### src/rtl/card_shoe.sv
// Single-card dealer for the blackjack core: 52-card dealt-mask, LFSR-picked candidate, linear-probe collision fix.
// Build option CARD_SHOE_SEQUENTIAL_EN forces candidate 0 so a fresh deck deals in index order.
module card_shoe (
    input  logic       i_clk,
    input  logic       i_reset,
    input  logic       i_drawReq,
    input  logic       i_shuffle,
    input  logic       i_seed,
    output logic       o_cardValid,
    output logic       o_busy,
    output logic       o_empty,
    output logic [5:0] o_cardIndex,
    output logic [3:0] o_cardRank,
    output logic [1:0] o_cardSuit,
    output logic [3:0] o_cardValue,
    output logic [5:0] o_cardsRemaining
);

    localparam logic [15:0] LFSR_INIT = 16'hACE1;
    localparam logic [15:0] LFSR_MASK = 16'hB400;
    localparam logic [5:0]  DECK      = 6'd52;

    typedef enum logic [1:0] {IDLE, PROBE, PRESENT, EMPTY} state_t;

    state_t      state;
    logic [51:0] mask;
    logic [15:0] lfsr;
    logic [15:0] cnt;
    logic [15:0] lfsr_step;
    logic [5:0]  ptr;
    logic [5:0]  cand;
    logic [5:0]  base;
    logic [1:0]  suit_d;
    logic [3:0]  rank_d;
    logic [3:0]  value_d;
    logic        valid_q;

    assign lfsr_step = lfsr[0] ? ({1'b0, lfsr[15:1]} ^ LFSR_MASK) : {1'b0, lfsr[15:1]};

`ifdef CARD_SHOE_SEQUENTIAL_EN
    assign cand = 6'd0;
`else
    logic [5:0] raw;
    assign raw  = lfsr[5:0];
    assign cand = (raw >= DECK) ? raw - DECK : raw;
`endif

    // Card decode of the probe pointer, latched only when the slot is claimed.
    always_comb begin
        if (ptr >= 6'd39) begin
            suit_d = 2'd3;
            base   = 6'd39;
        end else if (ptr >= 6'd26) begin
            suit_d = 2'd2;
            base   = 6'd26;
        end else if (ptr >= 6'd13) begin
            suit_d = 2'd1;
            base   = 6'd13;
        end else begin
            suit_d = 2'd0;
            base   = 6'd0;
        end
        rank_d  = 4'(ptr - base) + 4'd1;
        value_d = (rank_d > 4'd10) ? 4'd10 : rank_d;
    end

    always_ff @(posedge i_clk or posedge i_reset) begin
        if (i_reset) begin
            state            <= IDLE;
            mask             <= '0;
            lfsr             <= LFSR_INIT;
            cnt              <= '0;
            ptr              <= '0;
            valid_q          <= 1'b0;
            o_busy           <= 1'b0;
            o_empty          <= 1'b0;
            o_cardIndex      <= '0;
            o_cardRank       <= 4'd1;
            o_cardSuit       <= '0;
            o_cardValue      <= 4'd1;
            o_cardsRemaining <= DECK;
        end else begin
            cnt     <= cnt + 16'd1;
            valid_q <= 1'b0;
            if (i_seed)
                lfsr <= (cnt == 16'd0) ? LFSR_INIT : cnt;
            else
                lfsr <= lfsr_step;

            unique case (state)
                IDLE: begin
                    if (i_shuffle) begin
                        mask             <= '0;
                        o_cardsRemaining <= DECK;
                    end else if (i_drawReq && o_cardsRemaining != 6'd0) begin
                        ptr    <= cand;
                        o_busy <= 1'b1;
                        state  <= PROBE;
                    end
                end
                PROBE: begin
                    if (i_shuffle) begin
                        mask             <= '0;
                        o_cardsRemaining <= DECK;
                        o_busy           <= 1'b0;
                        state            <= IDLE;
                    end else if (!mask[ptr]) begin
                        mask[ptr]   <= 1'b1;
                        o_cardIndex <= ptr;
                        o_cardRank  <= rank_d;
                        o_cardSuit  <= suit_d;
                        o_cardValue <= value_d;
                        valid_q     <= 1'b1;
                        state       <= PRESENT;
                    end else begin
                        ptr <= (ptr == 6'd51) ? 6'd0 : ptr + 6'd1;
                    end
                end
                PRESENT: begin
                    o_busy <= 1'b0;
                    if (i_shuffle) begin
                        mask             <= '0;
                        o_cardsRemaining <= DECK;
                        state            <= IDLE;
                    end else begin
                        o_cardsRemaining <= o_cardsRemaining - 6'd1;
                        if (o_cardsRemaining == 6'd1) begin
                            o_empty <= 1'b1;
                            state   <= EMPTY;
                        end else begin
                            state <= IDLE;
                        end
                    end
                end
                EMPTY: begin
                    if (i_shuffle) begin
                        mask             <= '0;
                        o_cardsRemaining <= DECK;
                        o_empty          <= 1'b0;
                        state            <= IDLE;
                    end
                end
                default: state <= IDLE;
            endcase
        end
    end

    // A shuffle landing on the presentation cycle cancels that card's pulse.
    assign o_cardValid = valid_q & ~i_shuffle;

endmodule
### config.mk
export PLATFORM = sky130hd
export DESIGN_NAME = card_shoe
export DESIGN_NICKNAME = d
export VERILOG_FILES = /design/src/rtl/card_shoe.sv
export SDC_FILE = /design/constraint.sdc
export NUM_CORES = 1
export LEC_CHECK = 0
export BUFFER_PORTS_ARGS = -buffer_cell sky130_fd_sc_hd__clkbuf_2
export CORE_ASPECT_RATIO = 0.9
export CORE_UTILIZATION = 38
export CTS_BUF_LIST = sky130_fd_sc_hd__clkbuf_4 sky130_fd_sc_hd__clkbuf_8 sky130_fd_sc_hd__clkbuf_16
export DETAILED_ROUTE_END_ITERATION = 7
export HOLD_SLACK_MARGIN = 0.06
export SYNTH_ARGS = -nofsm -noshare
export SYNTH_HDL_FRONTEND = slang
export SYNTH_SLANG_ARGS = --single-unit
### constraint.sdc
create_clock -name i_clk -period 5.09 [get_ports i_clk]
set_clock_uncertainty 0.1 [all_clocks]
set_input_delay 0.509 -clock i_clk [delete_from_list [all_inputs] [get_ports i_clk]]
set_output_delay 0.509 -clock i_clk [all_outputs]
set_load 0.01 [all_outputs]
==> flow_summary.json, run 1 <==
{
  "grt_usage_pct": 18.04,
  "cts_hold_buf": 0,
  "fin_cells": 830,
  "ys_async_sr_fraction_pct": 100.0,
  "muxShareOfSynthArea_pct": 8.417,
  "combPwrFrac_pct": 34.8,
  "grt_pass1_vias": 4368,
  "fin_tns_setup_ns": 0,
  "place_ws_ns": 1.277,
  "report.final.slew_viol_count": 0,
  "timing.fmax_mhz": 261.3,
  "ant_nets": 0,
  "cp_top_family": "flip-flops",
  "cts-htree-levels": 4,
  "p_clk_share_pct": 31.0,
  "fin_area_sq_um": 6842,
  "antenna_found_initial": 0,
  "syn2layout_area_growth_pct": 13.92,
  "core_sq_um": 15440,
  "die-height_um": 121.3,
  "boundaryPins": 30,
  "yosysTopAreaCellShare_pct": 43.33,
  "cts_buffer_depth": 2,
  "worst_slew_pin_slew_ns": 1.079,
  "dpl_cell_area_sq_um": 6272,
  "clkTransAtPathRegs_ns": 0.06,
  "yosys_warnings": 0,
  "p_leak_nw": 2.935,
  "crit_path_max_fanout": 27,
  "required_ns": 5.35,
  "cts_resized": 0,
  "route.met2.wl_um": 6521,
  "powerDensity_nw_per_um2": 532.8,
  "diodes": 0,
  "ys.flop_type": "dfrtp_1",
  "slowest_delay_ns": 1.02,
  "synth_xor_area_share_pct": 3.646,
  "viasPerCell": 5.428,
  "hp-class": "in2async",
  "ys_ff_latch": 117,
  "ys_seq_area_share_pct": 49.02,
  "crit_chain": "inv_1 > ha_1 > inv_1 > o21ai_0 > a21oi_1 > nor2_1 > a21oi_1 > nor2_1 > ha_1 > fa_1 > xor2_1 > o21ai_0 > a31o_2",
  "worstSetupPathType": "reg2reg",
  "netlist_instances": 598,
  "crit_path_end_kind": "flop",
  "wl_met3_um": 574,
  "syn_avg_cell_area_sq_um": 10.04,
  "cts_tree": "yes",
  "clkLatencyLatePin_ns": 0.42,
  "synth_cell_type_count": 62,
  "die-area_sq_um": 16310,
  "num_rows": 43,
  "ys_top_cells_by_area": "dfrtp_1 (43%), nor2_1 (6.5%), dfstp_2 (5.7%)",
  "wl_per_cell_um": 16.27,
  "setup_ws_ns": 1.263,
  "swShare_pct": 38.32,
  "fin_nets": 637,
  "cp_slowest_cell": "dfrtp_1",
  "gp_congestion": 0.7922,
  "ir_worst_vdd_mv": 0.2659,
  "drc_errors": 0,
  "postCtsSetupRepairBufs": 0,
  "highest_layer": "met4",
  "fin_crit_sh_pct": 75.18,
  "fill_cells": 1446,
  "final_cell_mix": "nor2_1 (104), dfrtp_1 (104), a21oi_1 (49)",
  "period_needed_ns": 3.827,
  "wl_met1_um": 6198,
  "path_buf_inv": 2,
  "slew_headroom_pct": 27.54,
  "cts_made_buffers": 17,
  "pwr-share-seq_pct": 34.2,
  "dr.pass1.iters": 5,
  "die_w_um": 134.5,
  "synth.largest_area_cell": "dfrtp_1",
  "final_layout_size_suffix_gt1_share_pct": 19.11,
  "synth_area_sq_um": 6006,
  "hold_violations": 0,
  "hpwl_um": 8728,
  "grt.overflow.total": 0,
  "synth_edf_count": 0,
  "synth-adder-area-share_pct": 3.667,
  "vias": 4505,
  "start_util_pct": 38.89,
  "synth_compound_area_share_pct": 14.15,
  "drt_wl_total_um": 13500,
  "cp.arrival_ns": 4.08,
  "synth-simple-area-share_pct": 16.23,
  "clkSinkCount": 117,
  "status": "completed",
  "finalSetupViolCount": 0,
  "grt_pass1_wl_um": 22540,
  "start_kind": "flop",
  "cts_root_buf": "clkbuf_16",
  "p_int_mw": 2.248,
  "portBuffers": 29,
  "syn_nets": 620,
  "place_inst": 798,
  "cap_violations": 0,
  "first_iter_violations": 267,
  "grt_max_degree": 75,
  "rsz0062_at_grt": "false",
  "switching_power_mw": 1.397,
  "total_power_mw": 3.645,
  "synth_top_family_by_area": "simple AND/OR/NAND/NOR gates"
}
flip-flops by register name (all words and copies together) (netlist names):
| register | flops |
|---|---|
| state | 2 |
| o_busy | 1 |
| cnt | 16 |
| o_cardsRemaining | 6 |
| o_cardRank | 4 |
| lfsr | 16 |
| o_cardValue | 4 |
| o_empty | 1 |
| mask | 52 |
| ptr | 6 |
| o_cardSuit | 2 |
| valid_q | 1 |
| o_cardIndex | 6 |
stage by stage:
stage               hold slack (ns)  util, %
finish                       0.1766    44.31
global route                 0.2418    44.31
CTS                          0.2020    44.31
detailed placement           0.3693    40.62
global placement             0.3623    40.62
floorplan                    0.3497        -
synthesized netlist by cell type (all sizes together), types with 11 or more instances:
master,number
a21oi,50
ha,16
buf,19
o22a,11
nand3,13
xnor2,19
dfstp,13
clkbuf,21
nand2,35
nor2,104
mux2,22
dfrtp,104
nor3,13
o21ai,17
inv,21
and3,11
cell type report:
class	instances	area (sq um)	area share, %
Tap cell	202	252.7	3.694
Timing Repair Buffer	38	212.7	3.109
Clock inverter	14	130.1	1.902
Inverter	22	85.08	1.244
Sequential cell	117	2944	43.03
Multi-Input combinational cell	419	2778	40.60
Clock buffer	18	439.2	6.419
power by group through the flow:
| stage | Combinational [mW] | Sequential (mW) | Clock, mW |
|---|---|---|---|
| floorplan | 1.02 | 1.19 | 0 |
| global placement | 1.24 | 1.26 | 0 |
| detailed placement | 1.26 | 1.26 | 0 |
| CTS | 1.27 | 1.25 | 1.15 |
| global route | 1.39 | 1.27 | 1.20 |
| finish | 1.27 | 1.25 | 1.13 |
worst paths after layout:
kind	slack, ns	end	start	cells after the start
worst max-delay path	1.26	o_cardValue[0]	ptr[1]	13
worst min-delay path	0.18	lfsr[14]	i_reset	2
worst max register to register	1.26	o_cardValue[0]	ptr[1]	13
worst min register to register	0.38	lfsr[8]	lfsr[9]	1
max in group asynchronous	3.59	mask[30]	i_reset	3
min in group i_clk	0.38	lfsr[8]	lfsr[9]	1
worst register-to-register path: stages, from the launching register on:
cell and delay, ns:
dfrtp_1 1.02, inv_1 0.28, ha_1 0.27, inv_1 0.05
o21ai_0 0.06, a21oi_1 0.18, nor2_1 0.05, a21oi_1 0.34
nor2_1 0.09, ha_1 0.21, fa_1 0.38, xor2_1 0.32
o21ai_0 0.15, a31o_2 0.26
metal layers:
layer / up-vias / track usage, %
li1: 2141 / -
met1: 2246 / 23.50
met2: 101 / 28.14
met3: 17 / 5.138
met4: 0 / 7.514
met5: - / 0
kinds of logic after synthesis:
logic type               after synthesis
multiplexers                          39
flip-flops                           117
XOR/XNOR                              25
adder cells (fa/ha/maj)               17
buffers and inverters                 62
AO/OA/AOI/OAI                        128
AND/OR/NAND/NOR                      210
Power figures use the tool's default switching activity.
==> inputs of run 2 (changes only) <==
clock period = 3.26 ns   (was 5.09 ns; I/O delays follow)
==> flow_summary.json, run 2 (synthesis gave the netlist of run 1 again) <==
{
  "status": "completed",
  "powerDensity_nw_per_um2": 837.0,
  "core_sq_um": 15440,
  "combPwrFrac_pct": 38.1,
  "clkTransAtPathRegs_ns": 0.06,
  "cts-htree-levels": 4,
  "syn2layout_area_growth_pct": 16.08,
  "cts_tree": "yes",
  "drc_errors": 0,
  "place_inst": 810,
  "vias": 4547,
  "cap_violations": 0,
  "place_ws_ns": 0.2671,
  "switching_power_mw": 2.196,
  "cts_buffer_depth": 2,
  "dpl_cell_area_sq_um": 6389,
  "timing.fmax_mhz": 339.6,
  "clkLatencyLatePin_ns": 0.42,
  "grt.overflow.total": 0,
  "pwr-share-seq_pct": 31.8,
  "regMostFlops": "mask",
  "cp.arrival_ns": 3.20,
  "worstSetupPathType": "reg2reg",
  "setup_ws_ns": 0.3150,
  "use_met3_pct": 3.885,
  "drt_wl_total_um": 13950,
  "hp-class": "in2reg",
  "die-area_sq_um": 16310,
  "postCtsSetupRepairBufs": 0,
  "clkSinkCount": 117,
  "fin_tns_setup_ns": 0,
  "fin_area_sq_um": 6972,
  "grt_pass1_vias": 4608,
  "period_needed_ns": 2.945,
  "gp_congestion": 0.8408,
  "fin_cells": 843,
  "grt_max_degree": 60,
  "report.final.slew_viol_count": 0,
  "grt_pass1_wl_um": 23350,
  "ant_nets": 0,
  "dr.pass1.iters": 5,
  "first_iter_violations": 343,
  "portBuffers": 29,
  "largest_register_ff_count": 52,
  "final_cell_mix": "nor2_1 (104), dfrtp_1 (104), a21oi_1 (49)",
  "hold_violations": 0,
  "hpwl_um": 9127,
  "rsz0062_at_grt": "false",
  "antenna_found_initial": 0,
  "swShare_pct": 37.64,
  "crit_path_end_kind": "flop",
  "start_util_pct": 38.89,
  "p_clk_share_pct": 30.1,
  "slew_headroom_pct": 42.88,
  "finalSetupViolCount": 0,
  "fin_crit_sh_pct": 90.34,
  "diodes": 0,
  "p_int_mw": 3.639,
  "die_w_um": 134.5,
  "worst_slew_pin_slew_ns": 0.8503,
  "cts_root_buf": "clkbuf_16",
  "wl_per_cell_um": 16.54,
  "top_regs": "mask x52, cnt x16, lfsr x16",
  "grtUsageMet1_pct": 24.28,
  "crit_path_max_fanout": 7,
  "final_layout_size_suffix_gt1_share_pct": 20.75,
  "die-height_um": 121.3,
  "num_rows": 43,
  "viasPerCell": 5.394,
  "cts_made_buffers": 17,
  "required_ns": 3.51,
  "grtUsageMet2_pct": 29.73,
  "boundaryPins": 30,
  "start_kind": "flop",
  "ir_worst_vdd_mv": 0.4339,
  "fin_nets": 650,
  "grt_usage_pct": 18.42,
  "busiest_layer": "met2",
  "p_leak_nw": 3.016
}
-- run 2: metrics by stage --
stage                     power [mW]  hold WS [ns]  util [%]
after floorplan                3.451        0.3497         -
after global placement         4.025        0.3076     41.37
after detailed placement       4.060        0.3133     41.37
after CTS                      5.852        0.1799     45.10
after global routing           6.181        0.2051     45.15
final                          5.836        0.1853     45.15
-- run 2: timing repair --
item                       4_1_cts  5_1_grt
resized for setup                0        1
setup endpoints to repair        0        1
hold buffers                     1        0
hold endpoints to repair        20        0
-- run 2: worst paths after layout --
| check | from | end | slack, ns | depth (start not counted) |
|---|---|---|---|---|
| max in group asynchronous | i_reset | o_cardRank[0] | 1.79 | 4 |
| worst min register to register | lfsr[8] | lfsr[7] | 0.38 | 1 |
| min in group asynchronous | i_reset | cnt[9] | 0.43 | 3 |
| worst max register to register | ptr[0] | o_cardValue[0] | 0.31 | 13 |
| worst max-delay path | ptr[0] | o_cardValue[0] | 0.31 | 13 |
| worst min-delay path | i_shuffle | o_cardsRemaining[0] | 0.19 | 2 |
-- run 2: critical path, stage by stage, from the launching register on --
cell and delay, ns:
dfrtp_1 0.49, inv_2 0.11, ha_1 0.20, inv_1 0.04
o21ai_0 0.08, a21oi_1 0.18, nor2_1 0.06, a21oi_1 0.30
nor2_1 0.08, ha_1 0.20, fa_1 0.42, xor2_2 0.25
o21ai_0 0.13, a31o_2 0.26
-- run 2: power by group through the flow --
stage                     clock, mW  sequential [mW]  combinational, mW
after floorplan                   0             1.87               1.59
after global placement            0             1.87               2.15
after detailed placement          0             1.88               2.18
after CTS                      1.80             1.86               2.19
after global routing           1.86             1.89               2.43
final                          1.76             1.86               2.22
-- run 2: metal layers --
metal / share of wire, % / routed length (um)
met5: 0 / 0
met4: 1.1 / 152
met3: 5.7 / 791
met2: 49 / 6771
met1: 45 / 6231
-- run 2: cell type report --
class,count,area (sq um)
fillers,1452,8469
clock inverters,12,105.1
flip-flops and latches,117,2944
repair buffers,51,337.8
inverters,22,86.33
well taps,202,252.7
multi-input cells,419,2785
clock buffers,20,460.4
==> inputs of run 3 (changes only) <==
CORE_MARGIN = 1   (was unset)
HOLD_SLACK_MARGIN = 0.1   (was 0.06)
clock period = 3.33 ns   (was 3.26 ns; I/O delays follow)
==> flow_summary.json, run 3 (synthesis gave the netlist of run 1 again) <==
{
  "crit_path_end_kind": "flop",
  "path_buf_inv": 2,
  "drt_wl_total_um": 13840,
  "gp_congestion": 0.7976,
  "worstSetupPathType": "reg2reg",
  "wl_per_cell_um": 16.54,
  "clkLatencyLatePin_ns": 0.41,
  "hold_ws_ns": 0.1911,
  "start_kind": "flop",
  "regMostFlops": "mask",
  "crit_chain": "buf_12 > mux2i_1 > nor2_1 > a311oi_1 > a2111oi_4 > nor3_4 > buf_4 > o22ai_1 > a311oi_2",
  "portBuffers": 29,
  "largest_register_ff_count": 52,
  "fin_cells": 837,
  "viasPerCell": 5.391,
  "postCtsSetupRepairBufs": 0,
  "fin_crit_sh_pct": 89.92,
  "grt_usage_pct": 18.15,
  "diodes": 0,
  "report.final.slew_viol_count": 0,
  "start_util_pct": 38.89,
  "die-area_sq_um": 16310,
  "cts_tree": "yes",
  "status": "completed",
  "ir_worst_vdd_mv": 0.4328,
  "cts-htree-levels": 4,
  "antenna_found_initial": 0,
  "top_regs": "mask x52, cnt x16, lfsr x16",
  "die_w_um": 134.5,
  "cts_resized": 0,
  "slowest_delay_ns": 0.60,
  "period_needed_ns": 2.994,
  "powerDensity_nw_per_um2": 834.9,
  "syn2layout_area_growth_pct": 15.96,
  "grt.overflow.total": 0,
  "grt_pass1_vias": 4453,
  "drc_errors": 0,
  "cp.arrival_ns": 3.21,
  "dr.pass1.iters": 5,
  "ant_nets": 0,
  "hold_violations": 0,
  "whs_path_depth": 2,
  "fin_util_pct": 45.10,
  "ff2ff_path_depth": 9,
  "rsz0062_at_grt": "false",
  "timing.fmax_mhz": 334.0,
  "fin_tns_setup_ns": 0,
  "fin_nets": 645,
  "vias": 4512,
  "die-height_um": 121.3,
  "cts_hold_buf": 1,
  "fin_area_sq_um": 6964,
  "hp-class": "in2reg",
  "cts_root_buf": "clkbuf_16",
  "worst_slew_pin_slew_ns": 0.9528,
  "slew_headroom_pct": 35.99,
  "clkTransAtPathRegs_ns": 0.05,
  "cp_slowest_cell": "dfrtp_1",
  "clkSinkCount": 117,
  "cap_violations": 0,
  "core_sq_um": 15440,
  "place_inst": 805,
  "place_ws_ns": 0.3722,
  "first_iter_violations": 388,
  "dpl_cell_area_sq_um": 6351,
  "grt_max_degree": 86,
  "required_ns": 3.55,
  "cp_top_family": "compound AO/OA/AOI/OAI gates",
  "crit_path_max_fanout": 41,
  "hpwl_um": 9005,
  "cts_buffer_depth": 2,
  "num_rows": 43,
  "final_layout_size_suffix_gt1_share_pct": 19.84,
  "total_power_mw": 5.814,
  "setup_ws_ns": 0.3357,
  "p_leak_nw": 3.013,
  "cts_made_buffers": 17,
  "worst-path-stages": 9,
  "finalSetupViolCount": 0,
  "final_cell_mix": "nor2_1 (104), dfrtp_1 (104), a21oi_1 (49)",
  "boundaryPins": 30,
  "grt_pass1_wl_um": 22880
}
==> run 3: final timing paths <==
check | slack, ns | end | startpoint
min in group asynchronous | 0.47 | lfsr[12] | i_reset
worst max-delay path | 0.34 | state[0] | ptr[2]
worst max register to register | 0.34 | state[0] | ptr[2]
worst min-delay path | 0.19 | o_cardsRemaining[0] | i_shuffle
max in group asynchronous | 1.76 | o_cardsRemaining[5] | i_reset
worst min register to register | 0.38 | lfsr[7] | lfsr[8]
==> run 3: worst reg2reg max path, stage by stage, from the launching register on <==
cell       delay (ns)
dfrtp_1          0.60
buf_12           0.28
mux2i_1          0.24
nor2_1           0.06
a311oi_1         0.38
a2111oi_4        0.16
nor3_4           0.28
buf_4            0.36
o22ai_1          0.16
a311oi_2         0.26
==> run 3: layout make-up <==
cell class / instances / area, sq um
Timing Repair Buffer: 46 / 300.3
Inverter: 22 / 86.33
Sequential cell: 117 / 2944
Clock buffer: 22 / 475.5
Fill cell: 1433 / 8477
Tap cell: 202 / 252.7
Clock inverter: 9 / 127.6
Multi-Input combinational cell: 419 / 2778
==> run 3: where the power goes <==
part	leakage [nW]	switching [mW]	internal [mW]
clock	0.292	0.642	1.23
combinational	1.20	1.30	0.816
sequential	1.52	0.184	1.64
==> run 3: routing by layer <==
| layer | track usage [%] | wire [um] |
|---|---|---|
| met5 | 0 | 0 |
| met4 | 5.758 | 161 |
| met3 | 4.511 | 559 |
| met2 | 28.79 | 6566 |
| met1 | 24.36 | 6552 |
